--- src/rtl/pipe_hzd_ctrl.sv ---
// Hazard, forwarding and stall controller for the 5-stage pipeline.
// Sits beside ID and drives every pipeline-register enable, ID/EX bubble and flush.
//
// Ports:
//   clk, rst            rising-edge clock, synchronous active-high reset
//   src_reg, src_en     ID source indices (operand k at [k*REG_AW +: REG_AW]) and read flags
//   hlt_id, hlt_wb      HLT decoded in ID / HLT resident in MEM/WB
//   ex_*, mem_*, wb_*   destination index, write enable and load flag per stage
//   redirect            taken branch/jump resolved in MEM
//   i_rdy, d_rdy        cache ready; either low freezes the whole pipe
//   fwd_sel             per operand: 00 none, 01 EX, 10 MEM, 11 WB
//   *_en, bubble, flush pipeline-register control
//   halted              processor halted (registered)
//   stall_cnt/flush_cnt saturating event counters
module pipe_hzd_ctrl #(
    parameter int NSRC     = 2,
    parameter int REG_AW   = 4,
    parameter int LOAD_LAT = 1,
    parameter int CNT_W    = 16
) (
    input  logic                     clk,
    input  logic                     rst,
    input  logic [NSRC*REG_AW-1:0]   src_reg,
    input  logic [NSRC-1:0]          src_en,
    input  logic                     hlt_id,
    input  logic [REG_AW-1:0]        ex_wr_reg,
    input  logic [REG_AW-1:0]        mem_wr_reg,
    input  logic [REG_AW-1:0]        wb_wr_reg,
    input  logic                     ex_wr_en,
    input  logic                     mem_wr_en,
    input  logic                     wb_wr_en,
    input  logic                     ex_is_ld,
    input  logic                     mem_is_ld,
    input  logic                     hlt_wb,
    input  logic                     redirect,
    input  logic                     i_rdy,
    input  logic                     d_rdy,
    output logic [2*NSRC-1:0]        fwd_sel,
    output logic                     pc_en,
    output logic                     if_id_en,
    output logic                     id_ex_en,
    output logic                     ex_mem_en,
    output logic                     mem_wb_en,
    output logic                     bubble,
    output logic                     flush,
    output logic                     halted,
    output logic [CNT_W-1:0]         stall_cnt,
    output logic [CNT_W-1:0]         flush_cnt
);

    typedef enum logic [1:0] {
        S_RUN    = 2'd0,
        S_DRAIN  = 2'd1,
        S_HALTED = 2'd2
    } state_t;

    state_t state, nxt;

    logic [2*NSRC-1:0] fwd_raw;
    logic [NSRC-1:0]   haz_vec;
    logic              ld_haz;
    logic              freeze;
    logic              stall_inc;
    logic              flush_inc;

    // Per-operand producer search; the youngest matching stage wins, so an
    // older load shadowed by a younger non-load writer never stalls.
    genvar k;
    for (k = 0; k < NSRC; k++) begin : g_op
        logic [REG_AW-1:0] idx;
        logic [1:0]        sel;
        logic              hz;

        assign idx = src_reg[k*REG_AW +: REG_AW];

        always_comb begin
            sel = 2'b00;
            hz  = 1'b0;
            if (src_en[k] && idx != '0) begin
                if (ex_wr_en && ex_wr_reg == idx) begin
                    sel = 2'b01;
                    hz  = ex_is_ld;
                end else if (mem_wr_en && mem_wr_reg == idx) begin
                    sel = 2'b10;
                    hz  = (LOAD_LAT == 2) && mem_is_ld;
                end else if (wb_wr_en && wb_wr_reg == idx) begin
                    sel = 2'b11;
                end
            end
        end

        assign fwd_raw[2*k +: 2] = sel;
        assign haz_vec[k]        = hz;
    end

    assign ld_haz  = |haz_vec;
    assign freeze  = ~i_rdy | ~d_rdy;
    assign fwd_sel = rst ? '0 : fwd_raw;
    assign halted  = (state == S_HALTED);

    always_comb begin
        nxt       = state;
        pc_en     = 1'b0;
        if_id_en  = 1'b0;
        id_ex_en  = 1'b0;
        ex_mem_en = 1'b0;
        mem_wb_en = 1'b0;
        bubble    = 1'b0;
        flush     = 1'b0;
        stall_inc = 1'b0;
        flush_inc = 1'b0;

        if (rst || freeze || state == S_HALTED) begin
            // everything held; defaults already zero
        end else if (redirect) begin
            // a redirect also cancels a drain: the HLT was on the wrong path
            {pc_en, if_id_en, id_ex_en, ex_mem_en, mem_wb_en} = 5'b11111;
            flush     = 1'b1;
            flush_inc = 1'b1;
            nxt       = S_RUN;
        end else if (ld_haz) begin
            id_ex_en  = 1'b1;
            ex_mem_en = 1'b1;
            mem_wb_en = 1'b1;
            bubble    = 1'b1;
            stall_inc = 1'b1;
        end else if (state == S_DRAIN) begin
            // HLT stays parked in IF/ID; older work drains behind bubbles
            id_ex_en  = 1'b1;
            ex_mem_en = 1'b1;
            mem_wb_en = 1'b1;
            bubble    = 1'b1;
            if (hlt_wb) begin
                nxt = S_HALTED;
            end
        end else if (hlt_id) begin
            // let the HLT itself advance into EX, stop fetching behind it
            id_ex_en  = 1'b1;
            ex_mem_en = 1'b1;
            mem_wb_en = 1'b1;
            nxt       = S_DRAIN;
        end else begin
            {pc_en, if_id_en, id_ex_en, ex_mem_en, mem_wb_en} = 5'b11111;
        end
    end

    always_ff @(posedge clk) begin
        if (rst) begin
            state     <= S_RUN;
            stall_cnt <= '0;
            flush_cnt <= '0;
        end else begin
            state <= nxt;
            if (stall_inc && stall_cnt != {CNT_W{1'b1}}) begin
                stall_cnt <= stall_cnt + 1'b1;
            end
            if (flush_inc && flush_cnt != {CNT_W{1'b1}}) begin
                flush_cnt <= flush_cnt + 1'b1;
            end
        end
    end

endmodule

--- config.mk ---
export PLATFORM = sky130hd
export DESIGN_NAME = pipe_hzd_ctrl
export DESIGN_NICKNAME = d
export VERILOG_FILES = /design/src/rtl/pipe_hzd_ctrl.sv
export SDC_FILE = /design/constraint.sdc
export NUM_CORES = 1
export LEC_CHECK = 0
export BUFFER_PORTS_ARGS = -buffer_cell sky130_fd_sc_hd__buf_2
export CORE_MARGIN = 4
export CORE_UTILIZATION = 40
export DETAILED_ROUTE_END_ITERATION = 10
export GPL_ROUTABILITY_DRIVEN = 0
export PLACE_DENSITY_LB_ADDON = 0.08
export SETUP_SLACK_MARGIN = 0.15
export SLEW_MARGIN = 20
export SYNTH_ARGS = -nofsm -noshare
export SYNTH_HDL_FRONTEND = slang
export SYNTH_SLANG_ARGS = --single-unit
--- constraint.sdc ---
create_clock -name clk -period 3.1 [get_ports clk]
set_input_delay 0.62 -clock clk [delete_from_list [all_inputs] [get_ports clk]]
set_output_delay 0.62 -clock clk [all_outputs]
set_load 0.02 [all_outputs]
Word-level counts from Yosys, hierarchy flattened
Cells that the tools add are included.
{"block": "classes", "add_sub_neg": 2, "reduce_logical": 17, "eq_ne": 12, "bitwise_logic": 4, "mux": 33}
{"operator": "$add A16 B1 Y16 const B", "n": 2}
{"operator": "$ne A16 B16 Y1 const B", "n": 2}
{"operator": "$mux W2", "n": 13}
{"operator": "$eq A4 B4 Y1", "n": 6}
{"operator": "$mux W1", "n": 19}
{"operator": "$logic_and A1 B1 Y1", "n": 10}
{"operator": "$reduce_bool A4 Y1", "n": 2}
{"operator": "$mux W4", "n": 1}
{"operator": "$reduce_and A4 Y1", "n": 1}
{"operator": "$ne A3 B3 Y1 const B", "n": 1}
{"operator": "$not A1 Y1", "n": 3}
{"operator": "$reduce_bool A3 Y1", "n": 1}
{"operator": "$eq A2 B1 Y1 const B", "n": 1}
{"operator": "$eq A2 B2 Y1 const B", "n": 1}
{"operator": "$logic_or A1 B1 Y1", "n": 2}
{"operator": "$ne A2 B2 Y1 const B", "n": 1}
{"operator": "$reduce_or A2 Y1", "n": 1}
{"operator": "$or A1 B1 Y1", "n": 1}
{"block": "totals", "elab_cells": 71, "in_bits": 34, "out_inout_bits": 44, "reg_bits": 34}

Logic depth before layout (Yosys ltp)
Gate-level depths: netlist of the first run.
{"block": "logic_depth", "word_depth": 9, "depth_mapped": 8, "depth_no_buf": 7}

Least setup slack after synthesis of the first run
No wires, ideal clock.
{"block": "synth_path", "kind": "in2out", "startpoint": "in src_reg[4]", "endpoint": "out pc_en", "t_arrival_ns": 2.445, "path_slack_ns": 0.035, "required_ns": 2.480, "stages": 8, "path_buffers": 2, "path_cell_list": "o41ai_2 nor4_1 and3b_2 o21ai_4 buf_4 nand3b_1 a21oi_1 buf_4"}
{"block": "synth_via", "elab_chain_cells": 8, "word_cells_on_any_way": 10}
{"item": "start, declared", "line": "23", "text": "input logic [NSRC*REG_AW-1:0] src_reg,"}
{"item": "$eq A4 B4 Y1", "line": "80", "text": "if (ex_wr_en && ex_wr_reg == idx) begin"}
{"item": "$logic_and A1 B1 Y1", "line": "80"}
{"item": "$mux W1", "line": "80"}
{"item": "$mux W1 (*)", "line": "79", "text": "if (src_en[k] && idx != '0) begin"}
{"item": "$reduce_or A2 Y1 (*)", "line": "96", "text": "assign ld_haz = |haz_vec;"}
{"item": "$mux W1 (*) (3 in series)"}
{"item": "end, declared", "line": "39", "text": "output logic pc_en,"}
Every way passes the cells marked *; elsewhere a longest branch is shown, timed or not.

Worst setup path after layout of the first run
{"block": "layout_path", "startpoint": "in src_reg[4]", "endpoint": "out bubble"}
{"block": "layout_via", "elab_chain_cells": 8, "word_cells_on_any_way": 10}
{"item": "$eq A4 B4 Y1", "line": "80"}
{"item": "$logic_and A1 B1 Y1", "line": "80"}
{"item": "$mux W1", "line": "80"}
{"item": "$mux W1 (*)", "line": "79"}
{"item": "$reduce_or A2 Y1 (*)", "line": "96"}
{"item": "$mux W1 (*)", "line": "121", "text": "end else if (ld_haz) begin"}
{"item": "$mux W1 (*)", "line": "115", "text": "end else if (redirect) begin"}
{"item": "$mux W1 (*)", "line": "113", "text": "if (rst || freeze || state == S_HALTED) begin"}
{"item": "end, declared", "line": "44", "text": "output logic bubble,"}
Marks and branches as above.

==> results.yml, run 1 <==
routing:
  wl_per_cell_um: 13.3
  first_pass_iters: 4
  drt_iter0_markers: 63
  routed_via_density: 5.18
  drc: 0
  ant_nets: 0
  vias: 2146
  wirelength_mm: 5.50
setup_path:
  endpoint_kind: "output port"
  reg2reg_depth: 7
  path_max_fanout: 17
  required_ns: 2.48
  setup.worst_path.class: "primary input to output port"
  start_kind: "primary input"
  cp.arrival_ns: 2.19
timing:
  worst_pin_slew_ns: 0.632
  tns_ns: 0
  rsz0062_at_grt: "no"
  period_share_pct: 90.5
  setup_slack_ns: 0.294
  hold_viol: 0
  setup_viol: 0
  maxSlewHeadroom_pct: 57.8
  finClkSkew_ns: 0.00588
  clock.fmax_mhz: 356
  slew_viol_final: 0
  fin_crit_ns: 2.81
  hold_ws_ns: 0.507
place:
  io_buffers: 76
  place_inst: 407
  dp_hpwl_mm: 4.20
  pre_cts_slack_ns: 0.229
cells_and_area:
  n_antenna_cell: 0
  final_common_cell: "buf_2"
  instances_no_fill: 414
  fin_util_pct: 52.6
  areaGrowthSynthToFinish_pct: 25.2
  fin_nets: 380
  most-common-layout-cells: "buf_2, dfxtp_1, nor2_1"
  layout-drive-gt1-share_pct: 28.2
synthesis:
  synth_cell_types: 45
  syn_area_um2: 2190
  syn-num-nets: 305
  ys_seq_elements: 34
  yosys_warnings: 0
  postSynthAreaPerCell_um2: 8.13
  syn_inst: 269
  ys_seq_area_share_pct: 31.1
global_routing:
  grt_pass1_vias: 2009
  grt-ovfl-total: 0
  grt_use_met1_pct: 20.6
  grt_usage_pct: 16.8
  grt_util_met2_pct: 29.2
  antenna_found_initial: 0
  busiest_layer: "met2"
  grt_max_degree: 45
  grt_util_met3_pct: 3.51
  grt_pass1_wl_mm: 8.88
floorplan:
  io_pins: 78
  start_util_pct: 42.0
  dieArea_um2: 6710
  core_um2: 5200
  die_y_um: 81.9
  fp.dieW_um: 81.9
  fp-row-count: 26
clocking:
  clkTransAtPathRegs_ns: 0.07
  cts_root_buf: "clkbuf_8"
  htreeDepth: 2
  cts_buffer_depth: 2
  clk_latency_ns: 0.28
  cts_tree: "yes"
  cts_made_buffers: 5
  clkSinkCount: 34
status:
  status: "finished, final reports clean"
pwr:
  p_leak_nw: 1.19
  peakVddDrop_v: 0.000164
  p_per_area_nw_per_um2: 355
job:
  drv_cap: 0
min_path:
  hp-class: "flip-flop to flip-flop"
  min_path_cells: 2
-- through the flow --
step	cell area, µm²	power, mW
after global placement	2620	0.562
after global routing	2740	1.02
after detailed placement	2620	0.563
final	2740	0.974
after floorplan	2190	0.515
after CTS	2730	0.986
-- final timing paths --
| path | start | to | slack [ns] |
|---|---|---|---|
| max | src_reg[4] | bubble | 0.29 |
| min | flush_cnt[15] | flush_cnt[15] | 0.51 |
| max reg2reg | flush_cnt[0] | flush_cnt[11] | 0.88 |
| min reg2reg | flush_cnt[15] | flush_cnt[15] | 0.51 |
-- worst max-delay path, cell delays in order --
cell and delay (ns):
buf_2 0.15, o41ai_4 0.41, nor4_1 0.10, and3b_2 0.26, o21ai_4 0.13, buf_4 0.23
a21oi_1 0.11, buf_2 0.17
-- per-layer routing --
metal | wire length, µm | share of wire [%] | up-vias
met5 | 0 | 0 | -
met4 | 72 | 1.3 | 0
met3 | 254 | 4.6 | 7
met2 | 2610 | 47 | 45
met1 | 2560 | 47 | 979
li1 | - | - | 1115
-- report_power, final --
group | switching [mW] | internal (mW) | total [mW]
registers | 0.00122 | 0.438 | 0.439
clock network | 0.162 | 0.257 | 0.419
logic | 0.0657 | 0.0498 | 0.115
-- logic make-up after synthesis --
kind of cell	Yosys count	share of synthesized area [%]
compound gates	41	12.9
xor+xnor	32	12.8
fa+ha+maj	2	1.14
buf+inv	20	4.58
flops	34	31.1
mux	9	4.52
simple gates	131	32.9
-- cells in the mapped netlist (all sizes together) --
cell type,number,area (µm²)
and3b,2,18.8
nand2b,4,25.0
a311o,1,10.0
nor2b,12,77.6
nor2,27,106
and4bb,1,12.5
nand4,11,68.8
o22ai,1,6.26
a21oi,17,85.1
xor2,19,166
and3,6,37.5
o41ai,3,33.8
clkbuf,4,15.0
o21ba,2,20.0
or2b,1,7.51
or3,6,37.5
inv,9,33.8
dfxtp,34,681
nand3,10,50.1
o21ai,8,51.3
or4,4,30.0
ha,2,25.0
o2111ai,2,17.5
nor3b,1,7.51
o31a,2,17.5
o31ai,3,22.5
xnor2,13,114
a31oi,1,6.26
nand3b,1,7.51
nor4,10,62.6
o211ai,1,12.5
nand2,20,75.1
and4,4,35.0
nor3,11,60.1
buf,7,51.3
mux2i,2,20.0
mux2,7,78.8
-- final cells by class --
| cell class | count | area [µm²] |
|---|---|---|
| clock buffers | 6 | 82.6 |
| clock inverters | 1 | 30.0 |
| fillers | 520 | 2470 |
| inverters | 9 | 33.8 |
| multi-input cells | 215 | 1420 |
| flip-flops and latches | 34 | 681 |
| well taps | 70 | 87.6 |
| repair buffers | 79 | 403 |
-- state kept, by name, indices dropped and copies added, names as in the netlist --
register and count:
stall_cnt 16, state 2, flush_cnt 16
-- timing repair --
action	CTS	global route
gates resized for setup	0	1
setup buffers	0	0
hold buffers	0	0
setup endpoints to repair	0	1
No activity file was read; power rests on OpenSTA's default activity.
==> run 2: changes to the inputs <==
Settings changed: PLACE_DENSITY set to 0.67, PLACE_DENSITY_LB_ADDON 0.08 to unset, SLEW_MARGIN 20 to unset.
==> run 2 against run 1 <==
- register-to-register slack barely moved
- critical path depth did not move
- routed wire length rose by 1.4%
- final cell count did not move
- hold slack improved by 0.0038 ns
- sequential power barely moved
- highest routed layer unchanged
==> results.yml, run 2 (synthesis results as in run 1) <==
status:
  status: "finished, final reports clean"
setup_path:
  required_ns: 2.48
  rr_endpoint: "flush_cnt[13]"
  r2r-start: "flush_cnt[0]"
  start_kind: "primary input"
  setup.worst_path.class: "primary input to output port"
  endpoint_kind: "output port"
  reg2reg_depth: 7
  cp.arrival_ns: 2.15
  path_max_fanout: 5
  r2r_slack_ns: 0.88
place:
  dp_hpwl_mm: 4.20
  io_buffers: 76
cells_and_area:
  most-common-layout-cells: "buf_2, dfxtp_1, nor2_1"
  multi_input_area_um2: 1420
  reg_top3: "flush_cnt x16, stall_cnt x16, state x2"
  final_common_cell: "buf_2"
  fill_cells: 528
  n_antenna_cell: 0
  seq_area_um2: 681
  areaGrowthSynthToFinish_pct: 25.2
  fin_nets: 380
  layout-drive-gt1-share_pct: 28.2
clocking:
  clk_latency_ns: 0.29
  postCtsSetupBuffers: 0
  cts_hold_buf: 0
  cts_buffer_depth: 2
  clkTransAtPathRegs_ns: 0.07
  cts_tree: "yes"
  post_cts_resized: 0
  clkSinkCount: 34
  htreeDepth: 2
  cts_made_buffers: 5
  cts_root_buf: "clkbuf_8"
routing:
  ant_nets: 0
  vias: 2164
  first_pass_iters: 4
  drt_iter0_markers: 64
  wirelength_mm: 5.57
  wl_per_cell_um: 13.5
  drc: 0
  routed_via_density: 5.23
min_path:
  hp-class: "flip-flop to flip-flop"
  min_path_cells: 1
  hold-path-endpoint: "stall_cnt[15]"
  hold_start: "stall_cnt[15]"
global_routing:
  antenna_found_initial: 0
  grt_max_degree: 45
  grt_usage_pct: 16.9
  grt-ovfl-total: 0
  grt_pass1_vias: 1942
  grt_pass1_wl_mm: 8.85
pwr:
  peakVddDrop_v: 0.000214
  p_total_mw: 0.973
  p_leak_nw: 1.19
  p_per_area_nw_per_um2: 355
timing:
  setup_viol: 0
  hold_ws_ns: 0.511
  worst_pin_slew_ns: 0.648
  clock.fmax_mhz: 360
  period_share_pct: 89.5
  slew_viol_final: 0
  maxSlewHeadroom_pct: 56.8
  fin_crit_ns: 2.77
  hold_viol: 0
  finClkSkew_ns: 0.00325
  tns_ns: 0
  rsz0062_at_grt: "no"
floorplan:
  fp.dieW_um: 81.9
  dieArea_um2: 6710
  die_y_um: 81.9
  core_um2: 5200
  fp-row-count: 26
  start_util_pct: 42.0
  io_pins: 78
job:
  drv_cap: 0
==> run 2: cell type report <==
| cell class | count | share of cell area, % |
|---|---|---|
| Sequential cell | 34 | 24.9 |
| Tap cell | 70 | 3.20 |
| Timing Repair Buffer | 79 | 14.7 |
| Multi-Input combinational cell | 215 | 51.9 |
| Clock buffer | 6 | 3.02 |
| Inverter | 9 | 1.23 |
| Clock inverter | 1 | 1.10 |
==> run 2: how the worst max path moves through the flow <==
| stage | start | end | cells past startpoint |
|---|---|---|---|
| after global routing | src_reg[4] | if_id_en | 8 |
| after floorplan | src_reg[4] | pc_en | 8 |
| after CTS | src_reg[4] | if_id_en | 8 |
| after global placement | src_reg[4] | if_id_en | 8 |
| final | src_reg[4] | pc_en | 8 |
| after detailed placement | src_reg[4] | if_id_en | 8 |
==> run 2: through the flow <==
stage / setup slack, ns / instance area (µm²) / std cells / util [%]
floorplan: 0.177 / 2190 / 269 / -
global placement: 0.289 / 2620 / 407 / 50.2
detailed placement: 0.254 / 2620 / 407 / 50.2
CTS: 0.249 / 2730 / 414 / 52.4
global route: 0.197 / 2740 / 414 / 52.6
finish: 0.325 / 2740 / 414 / 52.6
==> run 2: worst max-delay path, cell delays in order <==
cell and delay [ns]:
buf_2 0.15, o41ai_4 0.40, nor4_1 0.10, and3b_2 0.26
o21ai_4 0.15, nand3b_1 0.11, a21oi_2 0.18, buf_2 0.19
==> run 2: report_power, final <==
part	switching, mW	internal, mW	leakage [nW]
Sequential	0.00123	0.438	0.274
Combinational	0.0665	0.0497	0.862
Clock	0.160	0.257	0.0573
==> run 2: layer usage <==
metal / up-vias / track usage [%] / part of all wire (%)
met2: 78 / 27.2 / 46
li1: 1115 / - / -
met4: 0 / 7.64 / 2.7
met5: - / 0 / 0
met3: 12 / 3.40 / 7.5
met1: 959 / 21.5 / 44
==> run 3: changes to the inputs <==
--- a/config.mk
+++ b/config.mk
@@ -8,8 +8,8 @@
 export BUFFER_PORTS_ARGS = -buffer_cell sky130_fd_sc_hd__buf_2
 export CORE_MARGIN = 4
-export CORE_UTILIZATION = 40
+export CORE_UTILIZATION = 50
 export DETAILED_ROUTE_END_ITERATION = 10
 export GPL_ROUTABILITY_DRIVEN = 0
-export PLACE_DENSITY = 0.67
+export PLACE_DENSITY = 0.8
 export SETUP_SLACK_MARGIN = 0.15
 export SYNTH_ARGS = -nofsm -noshare
==> constraint.sdc (replaced) <==
create_clock -name clk -period 3.1 [get_ports clk]
set_input_delay 0.62 -clock clk [delete_from_list [all_inputs] [get_ports clk]]
set_output_delay 0.62 -clock clk [all_outputs]
set_load 0.05 [all_outputs]
==> run 3 against run 2 <==
- count of clock-buffer cells in the layout stayed put
- clock power decreased by 1%
- sequential power about the same
- final area is 0.91% lower
- first-iteration DRC count increased by 34%
- highest routed layer unchanged
- power up 0.68%
- hold slack got worse by 0.011 ns
- critical path type unchanged
==> results.yml, run 3 (synthesis results as in run 1) <==
setup_path:
  required_ns: 2.48
  crit_top_cell: "buf_2"
  start_kind: "primary input"
  cp_slowest_cell: "o41ai_4"
  setup.worst_path.class: "primary input to output port"
  endpoint_kind: "output port"
  critPathMaxStageDelay_ns: 0.40
  crit_buf_inv: 2
  cp.arrival_ns: 2.24
  crit_chain: "buf_2 -> o41ai_4 -> nor4_1 -> and3b_2 -> o21ai_4 -> nand3b_1 -> a21oi_2 -> buf_2"
  path_delay_family: "compound AO/OA/AOI/OAI gates"
  path_max_fanout: 5
clocking:
  clkSinkCount: 34
  cts_tree: "yes"
  cts_made_buffers: 5
  cts_buffer_depth: 2
  clkTransAtPathRegs_ns: 0.07
  cts_root_buf: "clkbuf_8"
  htreeDepth: 2
  cts_hold_buf: 0
  clk_latency_ns: 0.29
cells_and_area:
  instances_no_fill: 394
  most-common-layout-cells: "buf_2, dfxtp_1, nor2_1"
  n_antenna_cell: 0
  layout-drive-gt1-share_pct: 28.2
  final_area_um2: 2710
  reg_top3: "flush_cnt x16, stall_cnt x16, state x2"
  fin_nets: 380
  final_common_cell: "buf_2"
  areaGrowthSynthToFinish_pct: 24.1
  fill_cells: 369
  multi_input_area_um2: 1420
  seq_area_um2: 681
pwr:
  cellInternalPower_mw: 0.745
  peakVddDrop_v: 0.000238
  comb_power_share_pct: 12.9
  p_total_mw: 0.979
  p_switching_mw: 0.235
  p_leak_nw: 1.19
  p_clk_share_pct: 42.3
  p_per_area_nw_per_um2: 361
  switching_share_pct: 24.0
  power_frac_seq_pct: 44.8
min_path:
  hp-class: "flip-flop to flip-flop"
floorplan:
  core_um2: 4120
  fp-row-count: 23
  start_util_pct: 53.1
  io_pins: 78
  fp.dieW_um: 74.1
  die_y_um: 74.1
  dieArea_um2: 5500
job:
  drv_cap: 0
global_routing:
  grt_pass1_wl_mm: 8.82
  grt_usage_pct: 20.2
  grt-ovfl-total: 0
  grt_max_degree: 45
  antenna_found_initial: 0
  grt_pass1_vias: 2034
place:
  io_buffers: 76
  dp_hpwl_mm: 4.10
  dpl-instance-area_um2: 2590
  pre_cts_slack_ns: 0.192
  place_inst: 387
routing:
  wirelength_mm: 5.33
  first_pass_iters: 4
  ant_nets: 0
  drt_iter0_markers: 86
  vias: 2201
  wl_per_cell_um: 13.5
  routed_via_density: 5.59
  drc: 0
timing:
  finClkSkew_ns: 0.00768
  setup_slack_ns: 0.240
  tns_ns: 0
  hold_viol: 0
  clock.fmax_mhz: 350
  fin_crit_ns: 2.86
  slew_viol_final: 0
  period_share_pct: 92.3
  maxSlewHeadroom_pct: 59.2
  setup_viol: 0
  rsz0062_at_grt: "no"
  worst_pin_slew_ns: 0.611
status:
  status: "finished, final reports clean"
[run 3: worst register-to-register path: stages (launching register included)]
cell and delay [ns]:
dfxtp_1 0.35, ha_1 0.26, and3_1 0.19, and4bb_1 0.24, nor3_1 0.41, nand2_1 0.25, or3_1 0.36, a21oi_1 0.13
[run 3: power by group through the flow]
stage / Clock [mW] / Sequential [mW] / Combinational, mW
CTS: 0.422 / 0.439 / 0.125
global placement: 0 / 0.449 / 0.121
finish: 0.414 / 0.439 / 0.126
global route: 0.436 / 0.439 / 0.139
detailed placement: 0 / 0.449 / 0.125
floorplan: 0 / 0.451 / 0.0746
[run 3: routing by layer]
| layer | GRT usage (%) | share of wire, % |
|---|---|---|
| met1 | 24.5 | 42 |
| met2 | 34.2 | 49 |
| met3 | 5.27 | 7.5 |
| met4 | 8.05 | 1.7 |
| met5 | 0 | 0 |
[run 3: repair_timing]
action / in CTS / in global routing
buffers inserted: 0 / 0
resized for setup: 0 / 1
endpoints found under the setup margin: 0 / 3
[run 3: cell type report]
cell class,count,area share (%)
Timing Repair Buffer,79,14.8
Tap cell,50,2.31
Sequential cell,34,25.1
Clock buffer,6,3.04
Multi-Input combinational cell,215,52.4
Inverter,9,1.24
Clock inverter,1,1.11
[run 3: worst paths after layout]
kind / startpoint / endpoint / slack [ns] / cells after the start
hold reg to reg: flush_cnt[13] / flush_cnt[13] / 0.50 / 2
setup / recovery: src_reg[4] / if_id_en / 0.24 / 8
setup reg to reg: flush_cnt[0] / flush_cnt[11] / 0.83 / 7
hold / removal: flush_cnt[13] / flush_cnt[13] / 0.50 / 2
[run 3: stage by stage]
stage | hold slack, ns | utilization, %
floorplan | 0.466 | -
detailed placement | 0.491 | 62.9
CTS | 0.500 | 65.7
global placement | 0.484 | 62.9
global route | 0.535 | 65.9
finish | 0.500 | 65.9
